==> config.mk <==
export PLATFORM = sky130hd
export DESIGN_NAME = game_sequencer
export DESIGN_NICKNAME = d
export VERILOG_FILES = /design/src/rtl/game_sequencer.sv
export SDC_FILE = /design/constraint.sdc
export NUM_CORES = 1
export LEC_CHECK = 0
export ABC_CLOCK_PERIOD_IN_PS = 3700
export CORE_ASPECT_RATIO = 1.1
export CORE_MARGIN = 3
export CORE_UTILIZATION = 25
export CTS_CLUSTER_DIAMETER = 50
export DETAILED_ROUTE_END_ITERATION = 16
export PLACE_DENSITY = 0.44
export SKIP_CTS_REPAIR_TIMING = 1
export SLEW_MARGIN = 10
export SYNTH_ARGS = -nofsm -noshare
export SYNTH_HDL_FRONTEND = slang
export SYNTH_SLANG_ARGS = --single-unit
export TNS_END_PERCENT = 30
==> constraint.sdc <==
create_clock -name clk_i -period 3.7 [get_ports clk_i]
set_clock_uncertainty 0.05 [all_clocks]
set_input_delay 0.74 -clock clk_i [delete_from_list [all_inputs] [get_ports clk_i]]
set_output_delay 0.74 -clock clk_i [all_outputs]
set_load 0.02 [all_outputs]
==> src/rtl/game_sequencer.sv <==
`default_nettype none
// =============================================================================
// Module   : game_sequencer (with game_sequencer_pkg)
// Brief    : Opcode initiator for the game plate: key/gravity arbitration,
//            lock-down sequencing and score keeping. Optional hard drop is
//            enabled by defining GAME_SEQUENCER_HARD_DROP_EN.
// Revision : 1.0 - initial release
// =============================================================================

package game_sequencer_pkg;
    typedef enum logic [3:0] {
        eNop       = 4'd0,
        eNew       = 4'd1,
        eMoveLeft  = 4'd2,
        eMoveRight = 4'd3,
        eMoveDown  = 4'd4,
        eRotate    = 4'd5,
        eCommit    = 4'd6,
        eCheck     = 4'd7
    } opcode_e;
endpackage

module game_sequencer
    import game_sequencer_pkg::*;
#(
    parameter int gravity_period_p = 1024,
    parameter int cnt_width_p      = $clog2(gravity_period_p)
) (
    input  logic        clk_i,
    input  logic        reset_n_i,
    input  logic        start_i,
    input  logic        key_left_i,
    input  logic        key_right_i,
    input  logic        key_rotate_i,
    input  logic        key_drop_i,
    output opcode_e     opcode_o,
    output logic        opcode_v_o,
    input  logic        ready_i,
    input  logic        done_i,
    output logic        yumi_o,
    input  logic        block_cannot_move_down_i,
    input  logic        lose_i,
    input  logic [2:0]  line_elim_i,
    input  logic        line_elim_v_i,
    output logic [15:0] score_o,
    output logic [9:0]  lines_o,
    output logic        game_over_o,
    output logic        busy_o
);

    localparam logic [2:0] c_ST_IDLE   = 3'd0;
    localparam logic [2:0] c_ST_SELECT = 3'd1;
    localparam logic [2:0] c_ST_ISSUE  = 3'd2;
    localparam logic [2:0] c_ST_WAIT   = 3'd3;
    localparam logic [2:0] c_ST_OVER   = 3'd4;

    localparam logic [cnt_width_p-1:0] c_GRAV_LAST = cnt_width_p'(gravity_period_p - 1);
    localparam logic [cnt_width_p-1:0] c_GRAV_ONE  = cnt_width_p'(1);

    logic [2:0]             state_q, state_d;
    opcode_e                opcode_q, opcode_d;
    opcode_e                forced_q, forced_d;
    logic                   opcode_v_q, opcode_v_d;
    logic                   busy_q, busy_d;
    logic                   game_over_q, game_over_d;
    logic                   rule3_q, rule3_d;
    logic                   rot_pend_q, rot_pend_d;
    logic                   left_pend_q, left_pend_d;
    logic                   right_pend_q, right_pend_d;
    logic                   grav_pend_q, grav_pend_d;
    logic                   drop_mode_q, drop_mode_d;
    logic [cnt_width_p-1:0] grav_cnt_q, grav_cnt_d;
    logic [15:0]            score_q, score_d;
    logic [9:0]             lines_q, lines_d;

    logic                   w_active;
    logic                   w_start;
    logic                   w_xfer;
    logic                   w_grav_tick;
    logic                   w_sel_v;
    logic                   w_sel_rule3;
    opcode_e                w_sel_op;
    logic [15:0]            w_score_add;
    logic [16:0]            w_score_sum;
    logic [10:0]            w_lines_sum;

    assign w_active    = (state_q == c_ST_SELECT) || (state_q == c_ST_ISSUE) ||
                         (state_q == c_ST_WAIT);
    assign w_start     = (state_q == c_ST_IDLE) && start_i;
    assign w_xfer      = (state_q == c_ST_ISSUE) && ready_i;
    assign w_grav_tick = w_active && (grav_cnt_q == c_GRAV_LAST);

    // Arbitration among pending requests; forced lock-down steps win.
    always_comb begin
        w_sel_v     = 1'b1;
        w_sel_rule3 = 1'b0;
        w_sel_op    = eNop;
        if (forced_q != eNop) begin
            w_sel_op = forced_q;
        end else if (drop_mode_q || grav_pend_q) begin
            w_sel_rule3 = 1'b1;
            w_sel_op    = block_cannot_move_down_i ? eCommit : eMoveDown;
        end else if (rot_pend_q) begin
            w_sel_op = eRotate;
        end else if (left_pend_q) begin
            w_sel_op = eMoveLeft;
        end else if (right_pend_q) begin
            w_sel_op = eMoveRight;
        end else begin
            w_sel_v = 1'b0;
        end
    end

    always_ff @(posedge clk_i or negedge reset_n_i) begin
        if (!reset_n_i) begin
            state_q <= c_ST_IDLE;
        end else begin
            state_q <= state_d;
        end
    end

    always_comb begin
        state_d = state_q;
        case (state_q)
            c_ST_IDLE: begin
                if (start_i) state_d = c_ST_ISSUE;
            end
            c_ST_SELECT: begin
                if (lose_i)       state_d = c_ST_OVER;
                else if (w_sel_v) state_d = c_ST_ISSUE;
            end
            c_ST_ISSUE: begin
                if (ready_i) state_d = c_ST_WAIT;
            end
            c_ST_WAIT: begin
                if (done_i) state_d = c_ST_SELECT;
            end
            c_ST_OVER: state_d = c_ST_OVER;
            default:   state_d = c_ST_IDLE;
        endcase
    end

    // opcode_q keeps the transferred opcode through WAIT so the lock-down
    // successor can be derived when done arrives.
    always_comb begin
        opcode_d = opcode_q;
        rule3_d  = rule3_q;
        if (w_start) begin
            opcode_d = eNew;
            rule3_d  = 1'b0;
        end else if ((state_q == c_ST_SELECT) && !lose_i && w_sel_v) begin
            opcode_d = w_sel_op;
            rule3_d  = w_sel_rule3;
        end
        opcode_v_d  = (state_d == c_ST_ISSUE);
        busy_d      = (state_d == c_ST_ISSUE) || (state_d == c_ST_WAIT);
        game_over_d = (state_d == c_ST_OVER);
    end

    assign yumi_o = (state_q == c_ST_WAIT) && done_i;

    always_comb begin
        forced_d = forced_q;
        if (w_start) begin
            forced_d = eNop;
        end else if ((state_q == c_ST_WAIT) && done_i) begin
            case (opcode_q)
                eCommit: forced_d = eCheck;
                eCheck:  forced_d = eNew;
                default: forced_d = eNop;
            endcase
        end
    end

    // Clears happen first so a press landing on its own transfer stays queued.
    always_comb begin
        rot_pend_d   = rot_pend_q;
        left_pend_d  = left_pend_q;
        right_pend_d = right_pend_q;
        grav_pend_d  = grav_pend_q;
        drop_mode_d  = drop_mode_q;
        if (w_start) begin
            rot_pend_d   = 1'b0;
            left_pend_d  = 1'b0;
            right_pend_d = 1'b0;
            grav_pend_d  = 1'b0;
            drop_mode_d  = 1'b0;
        end else begin
            if (w_xfer && (opcode_q == eRotate))    rot_pend_d   = 1'b0;
            if (w_xfer && (opcode_q == eMoveLeft))  left_pend_d  = 1'b0;
            if (w_xfer && (opcode_q == eMoveRight)) right_pend_d = 1'b0;
            if (w_xfer && rule3_q)                  grav_pend_d  = 1'b0;
            if (w_xfer && rule3_q && (opcode_q == eCommit)) drop_mode_d = 1'b0;
            if (w_active && key_rotate_i) rot_pend_d   = 1'b1;
            if (w_active && key_left_i)   left_pend_d  = 1'b1;
            if (w_active && key_right_i)  right_pend_d = 1'b1;
            if (w_grav_tick)              grav_pend_d  = 1'b1;
`ifdef GAME_SEQUENCER_HARD_DROP_EN
            if (w_active && key_drop_i)   drop_mode_d  = 1'b1;
`else
            drop_mode_d = 1'b0;
`endif
        end
    end

`ifndef GAME_SEQUENCER_HARD_DROP_EN
    logic unused_key_drop;
    assign unused_key_drop = key_drop_i;
`endif

    always_comb begin
        if (!w_active)        grav_cnt_d = '0;
        else if (w_grav_tick) grav_cnt_d = '0;
        else                  grav_cnt_d = grav_cnt_q + c_GRAV_ONE;
    end

    always_comb begin
        case (line_elim_i)
            3'd0:    w_score_add = 16'd0;
            3'd1:    w_score_add = 16'd100;
            3'd2:    w_score_add = 16'd300;
            3'd3:    w_score_add = 16'd500;
            default: w_score_add = 16'd800;
        endcase
        w_score_sum = {1'b0, score_q} + {1'b0, w_score_add};
        w_lines_sum = {1'b0, lines_q} + {8'd0, line_elim_i};
        score_d     = score_q;
        lines_d     = lines_q;
        if (w_start) begin
            score_d = '0;
            lines_d = '0;
        end else if (line_elim_v_i) begin
            score_d = w_score_sum[16] ? 16'hFFFF : w_score_sum[15:0];
            lines_d = w_lines_sum[10] ? 10'd1023 : w_lines_sum[9:0];
        end
    end

    always_ff @(posedge clk_i or negedge reset_n_i) begin
        if (!reset_n_i) begin
            opcode_q     <= eNop;
            forced_q     <= eNop;
            opcode_v_q   <= 1'b0;
            busy_q       <= 1'b0;
            game_over_q  <= 1'b0;
            rule3_q      <= 1'b0;
            rot_pend_q   <= 1'b0;
            left_pend_q  <= 1'b0;
            right_pend_q <= 1'b0;
            grav_pend_q  <= 1'b0;
            drop_mode_q  <= 1'b0;
            grav_cnt_q   <= '0;
            score_q      <= '0;
            lines_q      <= '0;
        end else begin
            opcode_q     <= opcode_d;
            forced_q     <= forced_d;
            opcode_v_q   <= opcode_v_d;
            busy_q       <= busy_d;
            game_over_q  <= game_over_d;
            rule3_q      <= rule3_d;
            rot_pend_q   <= rot_pend_d;
            left_pend_q  <= left_pend_d;
            right_pend_q <= right_pend_d;
            grav_pend_q  <= grav_pend_d;
            drop_mode_q  <= drop_mode_d;
            grav_cnt_q   <= grav_cnt_d;
            score_q      <= score_d;
            lines_q      <= lines_d;
        end
    end

    assign opcode_o    = opcode_q;
    assign opcode_v_o  = opcode_v_q;
    assign busy_o      = busy_q;
    assign game_over_o = game_over_q;
    assign score_o     = score_q;
    assign lines_o     = lines_q;

endmodule

`default_nettype wire

After elaboration in Yosys (flattened, before gate mapping)
Index checks and enable logic that the tools add are counted.
{"block": "word_totals", "ff_bits": 55, "in_bits": 15, "out_inout_bits": 34, "wordCells": 107}
{"block": "op_classes", "add_sub_neg": 3, "eq_ne": 16, "muxes": 47, "reduce_logical": 27}
{"cell": "$mux W10", "count": 5}
{"cell": "$mux W16", "count": 3}
{"cell": "$pmux W10 S4", "count": 1}
{"cell": "$mux W1", "count": 21}
{"cell": "$mux W3", "count": 7}
{"cell": "$mux W4", "count": 5}
{"cell": "$eq A3 B2 Y1 const B", "count": 6}
{"cell": "$add A16 B16 Y17", "count": 1}
{"cell": "$pmux W3 S5", "count": 1}
{"cell": "$logic_and A1 B1 Y1", "count": 13}
{"cell": "$eq A4 B3 Y1 const B", "count": 3}
{"cell": "$reduce_bool A3 Y1", "count": 4}
{"cell": "$add A10 B3 Y11", "count": 1}
{"cell": "$add A10 B1 Y10 const B", "count": 1}
{"cell": "$eq A10 B10 Y1 const B", "count": 1}
{"cell": "$eq A4 B2 Y1 const B", "count": 2}
{"cell": "$eq A3 B1 Y1 const B", "count": 2}
{"cell": "$eq A3 B3 Y1 const B", "count": 2}
{"cell": "$logic_not A3 Y1", "count": 2}
{"cell": "$mux W2", "count": 3}
{"cell": "$pmux W3 S2", "count": 1}
{"cell": "$reduce_bool A2 Y1", "count": 3}
{"cell": "$reduce_bool A4 Y1", "count": 1}
{"cell": "$logic_or A1 B1 Y1", "count": 3}
{"cell": "$logic_not A1 Y1", "count": 1}

Longest topological paths before layout
{"block": "logic_depth", "depth_word": 10, "ltp_mapped": 10, "mapped_depth_nobuf": 10}

Worst setup path after synthesis
No wires, ideal clock.
{"block": "synth_path", "path_type": "input to register", "start": "in line_elim_i[1]", "end": "reg score_q[9] (netlist: score_o[9])", "setup_time_ps": 73, "arrival_time_ps": 2540, "slack_ps": 1037, "path_stages": 9, "path_buffers": 0, "cell_sequence": "inv_1 > nor3_1 > ha_1 > a21o_1 > and4_4 > or2_4 > o41a_1 > and4_4 > a21oi_2"}
{"block": "synth_via", "elab_chain_cells": 6, "word_cells_on_any_way": 9, "classes_between": "add/sub: 1; eq/ne: 3; mux: 4; reduce/logical: 1"}
{"element": "from (decl)", "line": "43", "text": "input logic [2:0] line_elim_i,"}
{"element": "$eq A3 B2 Y1, or another cell as far along", "line": "218", "text": "case (line_elim_i)"}
{"element": "$pmux W10 S4 (*)", "line": "218"}
{"element": "$add A16 B16 Y17 (*)", "line": "225", "text": "w_score_sum = {1'b0, score_q} + {1'b0, w_score_add};"}
{"element": "$mux W16 (*)", "line": "233", "text": "score_d = w_score_sum[16] ? 16'hFFFF : w_score_sum[15:0];"}
{"element": "$mux W16 (*)", "line": "232", "text": "end else if (line_elim_v_i) begin"}
{"element": "$mux W16 (*)", "line": "229", "text": "if (w_start) begin"}
{"element": "to (signal assigned)", "line": "267", "text": "score_q <= score_d;"}
{"element": "to (decl)", "line": "73", "text": "logic [15:0] score_q, score_d;"}
Mark *: on every way between the ends. The rest lies on a longest branch, timed or not. The select of a mux whose other input is x is not followed.
A chain may end at the register's enable or synchronous reset.

Worst setup path after layout
Ends and elaborated chain as after synthesis.

==> qor.yml <==
outcome:
  status: "finished, final reports clean"
cells_and_area:
  multi_input_area_um2: 1480
  nNetsFinal: 393
  n_fill_cell: 1166
  n_antenna_cell: 0
  ff_latch_area_um2: 1280
  drive_gt1_share_pct: 7.12
  area_growth_pct: 28.2
synthesis:
  synth_nets: 346
  yosysSeqAreaShare_pct: 44.3
  yosys-top-cells-area: "dfrtp_1 (44%), nor2_1 (5.5%), ha_1 (5.2%)"
  syn_avg_cell_area_um2: 9.08
  synth_edf_count: 0
  ys.flop_type: "dfrtp_1"
  yosysTopAreaCellShare_pct: 44.3
  synth_top_cell_by_area: "dfrtp_1"
  syn_area_um2: 2880
  yosys.cell_types.count: 52
  yosys_register_bits: 51
  synthArstFlopShare_pct: 100
  synth_cells: 317
  yosysWarningCount: 0
timing:
  period_share_pct: 86.5
  hold_viol: 0
  fin_crit_ps: 3200
  setup_ws_ps: 498
  rsz0062_at_grt: "false"
  finalSetupTns_ps: 0
  timing.hold.ws_ps: 393
  fmaxAchievable_ghz: 0.312
  setup_violations: 0
  relSlewSlack_pct: 60.6
  worstMarginPinSlew_ps: 590
  drv_slew: 0
die:
  start_util_pct: 26.0
  io_pins: 49
  die_w_um: 108
  placementRows: 40
  core_um2: 11100
  die_h_um: 119
  die_area_um2: 12800
placed_design:
  gp_congestion: 0.747
  dp_hpwl_um: 5170
  pre_cts_ws_ps: 183
  portBuffers: 46
power:
  pwr-share-comb_pct: 45.6
  p_seq_share_pct: 34.3
  switchingPower_uw: 1060
  p_sw_share_pct: 39.2
  ir_worst_vdd_uv: 322
  leakagePower_uw: 0.00156
  internal-power_uw: 1640
  p_per_area_nw_per_um2: 733
  clkPwrFrac_pct: 20.1
global_routing:
  met2_usage_pct: 18.9
  antenna_found_initial: 0
  grt_remaining_overflow: 0
  top_usage_layer: "met2"
  grt_use_total_pct: 11.6
  use_met3_pct: 2.57
  gr-usage-met1_pct: 15.4
  grt_pass1_vias: 2374
  grt_max_degree: 27
  grt_pass1_wl_um: 12000
critical_path:
  reg2reg_to: "score_o[9]"
  crit_family: "compound AO/OA/AOI/OAI gates"
  crit_start: "line_elim_i[1]"
  required_ps: 3820
  arrival_ps: 3330
  critPathSlowestCell: "clkdlybuf4s50_1"
  cp_slowest_stage_delay_ps: 570
  worst-path-buf-inv: 2
  r2r_slack_ps: 1290
  r2r-start: "score_o[2]"
  path_max_fanout: 7
  ff2ff_path_depth: 8
  end_kind: "register"
  crit_type: "input port to register"
  cp-start-kind: "input port"
  worstPathCellList: "clkdlybuf4s50_1 > inv_1 > nor3b_1 > ha_1 > o21ai_0 > a21oi_1 > o22a_1 > nand2_1 > and4_4 > a21oi_2"
flow_run:
  maxCapViolations: 0
clocking:
  cts_made_buffers: 5
  clkLatencyLatePin_ps: 290
  cts-root-buf: "clkbuf_16"
  cts_tree: "built"
  clkTransAtPathRegs_ps: 70
  ctsHtreeMaxLevel: 2
  clk_path_buf_depth: 2
  cts.sinks: 51
routing:
  wl_per_cell_um: 13.9
  wl_um: 7120
  vias: 2385
  viasPerCell: 4.66
  dr.pass1.iters: 4
  drtAntennaViolNets: 0
  drc_errors: 0
  drtIter0Drc: 57
worst_hold_path:
  hp-class: "input port to async pin"
[through the flow]
stage,power (uW),std cells,util [%],area (um2)
2_1_floorplan,1720,317,-,2880
3_3_place_gp,2180,504,31.8,3510
3_5_place_dp,2180,504,31.8,3510
4_1_cts,2750,512,33.3,3690
5_1_grt,2940,512,33.3,3690
6_report,2700,512,33.3,3690
[per-layer routing]
metal  up-vias  wire length, um
met2        36             3400
met1      1130             3410
met3         6              243
met5         -                0
li1       1213                -
met4         0               63
[cell families after synthesis]
family          synth area share [%]
mux                             2.13
simple gates                    22.0
fa+ha+maj                       6.61
buf+inv                         4.13
compound gates                  16.4
xor+xnor                        4.26
flops                           44.3
other cells                    0.130
[sequential cells by signal, summed over array words and instances, names as in the netlist]
register,cells
busy_o,1
rot_pend_q,1
opcode_v_o,1
grav_pend_q,1
right_pend_q,1
rule3_q,1
opcode_o,3
lines_o,10
state_q,3
grav_cnt_q,10
game_over_o,1
left_pend_q,1
forced_q,2
score_o,15
[cell usage after synthesis (2+ instances only)]
cell type	instances
a211oi_1	4
nor2_1	42
dfrtp_1	51
or2_2	2
and3_1	4
buf_4	2
a32o_1	3
a31oi_1	7
a21oi_1	28
xor2_1	6
buf_2	2
nand4b_1	3
nor2b_1	6
nor3_1	10
or3_1	2
a311oi_1	2
nor3b_1	2
nand3_1	12
mux2i_1	5
nand2b_1	2
and4_4	2
clkbuf_1	9
nand2_1	25
nand4_1	4
inv_1	15
xnor2_1	8
ha_1	12
o21ai_0	20
a21o_1	3
fa_1	2
[area by class of cell]
class                   count  share of cell area [%]
inverters                  15                    1.53
well taps                 147                    4.99
clock buffers               6                    3.77
clock inverters             2                   0.950
multi-input cells         237                    40.2
repair buffers             54                    14.0
flip-flops and latches     51                    34.6
[power groups by stage]
stage | clock network (uW) | logic (uW) | registers, uW
2_1_floorplan | 0 | 699 | 1020
3_3_place_gp | 0 | 1240 | 941
3_5_place_dp | 0 | 1240 | 938
4_1_cts | 567 | 1250 | 931
5_1_grt | 593 | 1380 | 965
6_report | 542 | 1230 | 928
[cells in the final DEF, fill, tap and decap left out, types with 2 or more instances in the layout]
master / synthesis / routed
clkbuf_16: 0 / 5
nand3_1: 12 / 12
a21o_1: 3 / 3
nor3_1: 10 / 10
nor2_1: 42 / 42
and3_1: 4 / 4
nor2b_1: 6 / 6
o21ai_0: 20 / 20
clkdlybuf4s50_1: 0 / 45
nand4_1: 4 / 4
nor3b_1: 2 / 2
nand2_1: 25 / 25
xnor2_1: 8 / 8
a311oi_1: 2 / 2
nand4b_1: 3 / 3
mux2i_1: 5 / 5
fa_1: 2 / 2
inv_1: 15 / 15
a31oi_1: 7 / 7
ha_1: 12 / 12
a211oi_1: 4 / 4
dfrtp_1: 51 / 51
or2_2: 2 / 2
nand2b_1: 2 / 2
and4_4: 2 / 2
xor2_1: 6 / 6
a21oi_1: 28 / 28
buf_4: 2 / 8
or3_1: 2 / 2
a32o_1: 3 / 3
[worst max-delay path by stage]
stage	cells past startpoint	to	slack, ps
6_report	10	score_o[9]	500
5_1_grt	10	score_o[7]	240
4_1_cts	10	score_o[9]	490
3_5_place_dp	10	score_o[9]	180
3_3_place_gp	10	score_o[9]	240
2_1_floorplan	9	score_o[9]	1040
(Power assumes the default switching activity.)
